===== config.mk =====
export PLATFORM = sky130hd
export DESIGN_NAME = mmio_responder
export DESIGN_NICKNAME = d
export VERILOG_FILES = /design/src/rtl/mmio_responder.sv
export SDC_FILE = /design/constraint.sdc
export NUM_CORES = 1
export LEC_CHECK = 0
export ABC_CLOCK_PERIOD_IN_PS = 4100
export BUFFER_PORTS_ARGS = -buffer_cell sky130_fd_sc_hd__buf_2
export CAP_MARGIN = 20
export CORE_UTILIZATION = 59
export CTS_CLUSTER_SIZE = 24
export DETAILED_ROUTE_END_ITERATION = 7
export PLACE_DENSITY = 0.91
export SLEW_MARGIN = 25
export SYNTH_ARGS = -nofsm -noshare
export SYNTH_HDL_FRONTEND = slang
export SYNTH_SLANG_ARGS = --single-unit
export TNS_END_PERCENT = 10

===== constraint.sdc =====
create_clock -name clk -period 4.1 [get_ports clk]
set_clock_uncertainty 0.15 [all_clocks]
set_input_delay 0.41 -clock clk [delete_from_list [all_inputs] [get_ports clk]]
set_output_delay 0.41 -clock clk [all_outputs]
set_load 0.02 [all_outputs]

===== src/rtl/mmio_responder.sv =====
// -----------------------------------------------------------------------------
// mmio_responder
//   I/O-window responder for the RISC machine's mem_cmd/mem_addr/write_data bus.
//   It owns every address with mem_addr[8]=1. Reads return the synchronized
//   switches, a free-running cycle counter or the LED register. Writes update
//   the LED register. Each owned request completes with a one-cycle mem_ready
//   pulse after LATENCY wait cycles. Owned addresses that map to nothing are
//   still acknowledged, and they set the sticky addr_err flag.
//
// Ports
//   clk         rising-edge clock
//   reset_n     asynchronous active-low reset
//   mem_cmd     2'b00 none, 2'b01 read, 2'b10 write, 2'b11 none
//   mem_addr    9-bit request address
//   write_data  16-bit write payload (LED uses bits [7:0])
//   sw          raw asynchronous switch inputs
//   read_data   read response, zero outside the response cycle
//   mem_ready   one-cycle completion pulse
//   led         LED register
//   addr_err    sticky unmapped-address flag
// -----------------------------------------------------------------------------
module mmio_responder #(
  parameter int unsigned LATENCY  = 1,
  parameter logic [8:0]  LED_ADDR = 9'h100,
  parameter logic [8:0]  SW_ADDR  = 9'h140,
  parameter logic [8:0]  CNT_ADDR = 9'h141
) (
  input  logic        clk,
  input  logic        reset_n,
  input  logic [1:0]  mem_cmd,
  input  logic [8:0]  mem_addr,
  input  logic [15:0] write_data,
  input  logic [7:0]  sw,
  output logic [15:0] read_data,
  output logic        mem_ready,
  output logic [7:0]  led,
  output logic        addr_err
);

  localparam logic [1:0] MREAD  = 2'b01;
  localparam logic [1:0] MWRITE = 2'b10;

  // The WAIT down-counter counts LATENCY-1 down to 0. With LATENCY=0 it is never used.
  localparam logic [3:0] WAIT_LOAD = (LATENCY > 0) ? 4'(LATENCY - 1) : 4'd0;

  typedef enum logic [1:0] {
    S_IDLE,
    S_WAIT,
    S_RESP
  } state_t;

  state_t      state, state_nx;
  logic [3:0]  wait_cnt;
  logic [15:0] cnt;
  logic [7:0]  sw_meta, sw_sync;
  logic        is_write_q;
  logic [8:0]  addr_q;
  logic [7:0]  wdata_q;
  logic [15:0] rdata_q;

  logic        accept;
  logic        unmapped;
  logic [15:0] src;

  // Only the LED byte of the write payload is ever stored.
  logic unused_wdata_hi;
  assign unused_wdata_hi = ^write_data[15:8];

  assign accept = (state == S_IDLE) && mem_addr[8] &&
                  ((mem_cmd == MREAD) || (mem_cmd == MWRITE));

  // Read source selection. The value is sampled at the capture edge.
  // NOTE: every output of this block gets a default first, so no path leaves
  // a variable unassigned and no latch is inferred.
  always_comb begin
    src      = '0;
    unmapped = 1'b0;
    if (mem_addr == SW_ADDR)       src = {8'h00, sw_sync};
    else if (mem_addr == CNT_ADDR) src = cnt;
    else if (mem_addr == LED_ADDR) src = {8'h00, led};
    else                           unmapped = 1'b1;
  end

  // State register
  // NOTE: sequential state uses non-blocking assignments. That way every flop
  // samples the values from before the edge, whatever order the blocks run in.
  always_ff @(posedge clk or negedge reset_n) begin
    if (!reset_n) state <= S_IDLE;
    else          state <= state_nx;
  end

  // Next-state logic. Bus inputs matter only in IDLE, so a command held
  // through RESP is captured no earlier than the next IDLE cycle.
  always_comb begin
    state_nx = state;
    unique case (state)
      S_IDLE:  if (accept) state_nx = (LATENCY > 0) ? S_WAIT : S_RESP;
      S_WAIT:  if (wait_cnt == 4'd0) state_nx = S_RESP;
      S_RESP:  state_nx = S_IDLE;
      default: state_nx = S_IDLE;
    endcase
  end

  // Synchronizer, counter, capture registers and the LED register.
  // NOTE: all of these are plain flops with an explicit reset value. There is
  // no memory array here, so resetting every flop is cheap and keeps the
  // power-up state deterministic.
  always_ff @(posedge clk or negedge reset_n) begin
    if (!reset_n) begin
      sw_meta    <= '0;
      sw_sync    <= '0;
      cnt        <= '0;
      wait_cnt   <= '0;
      is_write_q <= 1'b0;
      addr_q     <= '0;
      wdata_q    <= '0;
      rdata_q    <= '0;
      led        <= '0;
      addr_err   <= 1'b0;
    end else begin
      sw_meta <= sw;
      sw_sync <= sw_meta;
      cnt     <= cnt + 16'd1;

      if (accept) begin
        is_write_q <= (mem_cmd == MWRITE);
        addr_q     <= mem_addr;
        wdata_q    <= write_data[7:0];
        rdata_q    <= (mem_cmd == MREAD) ? src : 16'h0000;
        wait_cnt   <= WAIT_LOAD;
        if (unmapped) addr_err <= 1'b1;
      end else if (state == S_WAIT) begin
        wait_cnt <= wait_cnt - 4'd1;
      end

      // The LED commits on the edge that leaves RESP. A reset during WAIT
      // therefore drops the write.
      if ((state == S_RESP) && is_write_q && (addr_q == LED_ADDR))
        led <= wdata_q;
    end
  end

  assign mem_ready = (state == S_RESP);
  assign read_data = mem_ready ? rdata_q : 16'h0000;

endmodule

Word level (Yosys, flattened, before mapping). Index checks and enable logic that the tools add are counted.

Word-level logic and storage cells: 46. Register bits: 81. Output and inout bits: 26. Input port bits: 37.

Muxes and demuxes: 13. Equality and inequality tests: 10. Reductions and logical operators: 10. $add $sub $neg: 2.

Operator list (number): $mux W16 (4); $eq A9 B9 Y1 const B (4); $add A16 B1 Y16 const B (1); $mux W4 (2); $mux W8 (1); $eq A2 B1 Y1 const B (2); $eq A2 B2 Y1 const B (2); $logic_and A1 B1 Y1 (4); $logic_not A4 Y1 (1); $mux W2 (2); $ne A2 B2 Y1 const B (2); $pmux W2 S2 (1); $reduce_and A2 Y1 (2); $sub A4 B1 Y4 const B (1); $mux W1 (3); $logic_not A2 Y1 (1); $reduce_bool A2 Y1 (1); $logic_or A1 B1 Y1 (1).

Logic depth before layout (Yosys ltp).
Word-level depth: 5. Gate-level depth with buffers: 7.

Least setup slack after synthesis. OpenSTA, ideal clock, no wires.

Path type: input -> register. Start point: in mem_cmd[0]. End point: reg rdata_q[11]. Path slack: 2.119 ns. Library setup time: 0.121 ns. Data required time: 3.829 ns. Stages: 6. Arrival: 1.710 ns. Path buffers: 2. Path through: inv_1 > ha_1 > or4b_1 > buf_2 > buf_6 > a22o_1.

Word-level cells in the longest chain between the ends: 3. Elaborated cells on any way between the ends: 5. Those cells by class: eq/ne: 2; mux: 1; reduce/logical: 2.

Ends and longest elaborated chain: start: declaration (RTL line 30) `input logic [1:0] mem_cmd,`; $eq A2 B1 Y1 / $eq A2 B2 Y1 (equally long branches) (RTL line 70, 129); $logic_or A1 B1 Y1 (RTL line 70) `((mem_cmd == MREAD) || (mem_cmd == MWRITE));`; $logic_and A1 B1 Y1 (RTL line 69) `assign accept = (state == S_IDLE) && mem_addr[8] &&`; end signal: assignment (RTL line 129) `rdata_q <= (mem_cmd == MREAD) ? src : 16'h0000;`; end: declaration (RTL line 59) `logic [15:0] rdata_q;`.

Several ways; a longest one is shown, not always the timed one. A chain may end at the register's enable or synchronous reset.

Final worst setup path.
Start point: reg state[1]. End point: out read_data[2].

Word-level cells in the longest chain between the ends: 2.

Ends and longest elaborated chain: start: declaration (RTL line 52) `state_t state, state_nx;`; start signal: assignment (RTL line 89) `else state <= state_nx;`; $eq A2 B2 Y1 (RTL line 143) `assign mem_ready = (state == S_RESP);`; $mux W16 (RTL line 144) `assign read_data = mem_ready ? rdata_q : 16'h0000;`; end: declaration (RTL line 34) `output logic [15:0] read_data,`.

No other way between the ends.

==> impl_metrics.py <==
metrics = {
    "die": {
        "row_count": 27,
        "die_h_um": 77.2,
        "die_area_um2": 5960,
        "dieWidth_um": 77.2,
        "core_um2": 5470,
        "start_util": 0.610,
        "io_pins": 63,
    },
    "worst_setup_path": {
        "worstSetupPathDepth": 3,
        "rr_worst_depth": 4,
        "critical_path_arrival_ns": 1.77,
        "worstSetupPathType": "reg2out",
        "worstSetupEndpointType": "output port",
        "crit_chain": "nor2b_2, and2_1, buf_2",
        "cp_slowest_cell": "nor2b_2",
        "cp_top_family": "simple AND/OR/NAND/NOR gates",
        "cp_num_buf_inv": 1,
        "cp.required_ns": 3.54,
        "worstPathMaxFanout": 18,
        "cp-start-kind": "flip-flop",
        "cpPeakStageDelay_ns": 0.57,
    },
    "sta": {
        "period_share": 0.569,
        "hold_viol_final": 0,
        "fin_crit_ns": 2.33,
        "maxSlewViolCount": 0,
        "tightest_slew_ns": 0.742,
        "maxSlewHeadroom": 0.505,
        "rsz0062_at_grt": "no",
        "setup_viol": 0,
        "setup_tns_ns": 0,
        "hold-worst-slack_ns": 0.0155,
        "fmax_ghz": 0.429,
    },
    "logic_synthesis": {
        "syn-num-nets": 337,
        "synthXorXnorAreaFrac": 0.0446,
        "synth_area_um2": 3340,
        "yosys.area_share.simple": 0.210,
        "ys_warn_count": 0,
        "synthMuxAreaShare": 0.0360,
        "synth_top_family_by_area": "simple AND/OR/NAND/NOR gates",
        "synth_seq_cells": 81,
        "syn_inst": 295,
        "synthAdderAreaFrac": 0.0187,
        "ys_seq_area_frac": 0.607,
        "synth_compound_area_frac": 0.0592,
        "synth_cell_type_count": 33,
        "avgSynthCellArea_um2": 11.3,
    },
    "power_and_ir_drop": {
        "max-vdd-ir-drop_mv": 0.316,
        "total_leakage_power_uw": 0.00197,
        "p_seq_frac": 0.550,
        "combPwrFrac": 0.183,
        "p_int_uw": 1260,
        "power.share.clock": 0.267,
        "switching_share": 0.307,
        "p_switching_uw": 557,
        "p_per_area_nw_per_um2": 473,
    },
    "finish": {
        "fin_nets": 393,
        "instances_no_fill": 428,
        "areaGrowthSynthToFinish_pct": 15.0,
        "final_util": 0.701,
        "n_fill_cell": 398,
        "drive_gt1_frac": 0.239,
        "layout_common_cells": "nand2_1, dfrtp_1, buf_2, and2_1, xnor2_1",
        "mostFrequentLayoutCell": "nand2_1",
        "diodes": 0,
    },
    "placed_design": {
        "dp_cells": 410,
        "place.detailed.hpwl_um": 4480,
        "port_buffers": 54,
        "gp_congestion": 0.815,
    },
    "grt": {
        "grt-ovfl-total": 0,
        "grt_max_degree": 82,
        "grt_antenna_before_repair": 0,
        "grt_first_pass_wirelength_um": 10900,
        "track_usage": 0.244,
        "grt_pass1_vias": 2346,
    },
    "clocking": {
        "htreeDepth": 3,
        "path_clk_slew_ns": 0.08,
        "clock_sinks": 81,
        "clk_path_buf_depth": 2,
        "insertion_delay_ns": 0.35,
        "cts_tree": "yes",
        "cts_buffers": 9,
        "root_buffer": "clkbuf_8",
    },
    "detailed_routing": {
        "drc": 0,
        "ant_nets": 0,
        "wl_per_cell_um": 15.1,
        "drt-total-wl_um": 6450,
        "drt_iter0_markers": 113,
        "first_pass_iters": 5,
        "via_count": 2296,
        "via_per_inst": 5.36,
    },
    "status": {
        "status": "finished, final reports clean",
    },
    "min_path": {
        "holdCritPathClass": "in2reg",
        "worstHoldPathCells": 1,
    },
    "flow_run": {
        "drv_cap": 0,
    },
}
## routing by layer
layer  track usage  share of wire  vias to the layer above
li1              -              -                     1086
met1         0.305           0.41                     1119
met2         0.393           0.52                       74
met3        0.0738          0.051                       17
met4         0.106          0.020                        0
met5             0              0                        -
## cell families (layout without fill, tap and decap cells)
kind of cell	after synthesis	count (layout)
adders and majority gates	5	5
xor gates and xnor gates	17	17
muxes	8	8
buffers and inverters	18	79
and+or+nand+nor	139	139
DFF	81	81
AOI/OAI and AO/OA	27	27
## flip-flops by register name (all words and copies together) (netlist names)
signal / flops
cnt: 16
rdata_q: 16
addr_q: 9
led: 8
sw_meta: 8
sw_sync: 8
wdata_q: 8
wait_cnt: 4
state: 2
addr_err: 1
is_write_q: 1
## power by group through the flow
stage	Combinational, µW	Clock [µW]	Sequential [µW]
floorplan	238	0	991
global placement	299	0	996
detailed placement	331	0	1010
CTS	334	494	996
global route	377	530	1010
finish	332	485	997
## worst reg2reg max path, stage by stage, from the launching register on
cell     delay, ns
dfrtp_1       0.43
nor2b_2       0.57
and3_1        0.29
nand3_4       0.20
mux2_4        0.37
## path summary, 6_finish.rpt
path	slack [ns]	to	startpoint
min in group asynchronous	0.49	addr_q[4]$_DFFE_PN0P_	reset_n
max in group asynchronous	2.82	sw_sync[2]$_DFF_PN0_	reset_n
max	1.77	read_data[2]	state[1]$_DFFE_PN0P_
max reg2reg	1.97	led[1]$_DFFE_PN0P_	state[1]$_DFFE_PN0P_
min reg2reg	0.20	sw_sync[3]$_DFF_PN0_	sw_meta[3]$_DFF_PN0_
min	0.02	sw_meta[6]$_DFF_PN0_	sw[6]
## cell usage after synthesis
library cell / count / area (µm²)
nor3_1: 3 / 15.0
nand3_1: 7 / 35.0
nor2_4: 1 / 11.3
or4b_1: 2 / 20.0
nor4_2: 1 / 12.5
nor2_1: 9 / 33.8
and3_1: 3 / 18.8
buf_2: 4 / 20.0
xnor2_1: 10 / 87.6
nor4b_4: 1 / 23.8
a22o_1: 8 / 70.1
buf_1: 2 / 7.51
nand4_4: 1 / 21.3
nor4_1: 4 / 25.0
nor2b_1: 1 / 6.26
ha_1: 5 / 62.6
mux2_4: 8 / 120
nor2b_2: 1 / 8.76
o21ai_1: 9 / 45.0
clkbuf_1: 5 / 18.8
inv_1: 6 / 22.5
nor4b_2: 1 / 15.0
a21o_1: 1 / 7.51
nand2b_1: 3 / 18.8
a21oi_1: 1 / 5.00
nand3_4: 1 / 17.5
buf_6: 1 / 11.3
nor3b_1: 1 / 7.51
o221ai_1: 8 / 70.1
xor2_1: 7 / 61.3
dfrtp_1: 81 / 2030
and2_1: 16 / 100
nand2_1: 83 / 312
## per-stage QoR
stage / total power (µW) / worst slack [ns] / cell area (µm²)
6_report: 1810 / 1.77 / 3840
5_1_grt: 1910 / 1.70 / 3840
4_1_cts: 1820 / 1.73 / 3820
3_5_place_dp: 1340 / 1.60 / 3650
3_3_place_gp: 1290 / 1.56 / 3650
2_1_floorplan: 1230 / 2.12 / 3340
## layout make-up
type	instances	area, µm²	area share
clock buffer	11	131	0.0342
clock inverter	5	32.5	0.00847
inverter	6	22.5	0.00587
multi-input combinational	196	1230	0.321
sequential	81	2030	0.528
tap	72	90.1	0.0235
timing repair buffer	57	304	0.0792
## repair_timing
item | 4_1_cts | 5_1_grt
hold buffers | 1 | 1
endpoints found under the hold margin | 1 | 21
buffers inserted | 0 | 0
resized for setup | 0 | 0
Power figures use the tool's default switching activity.
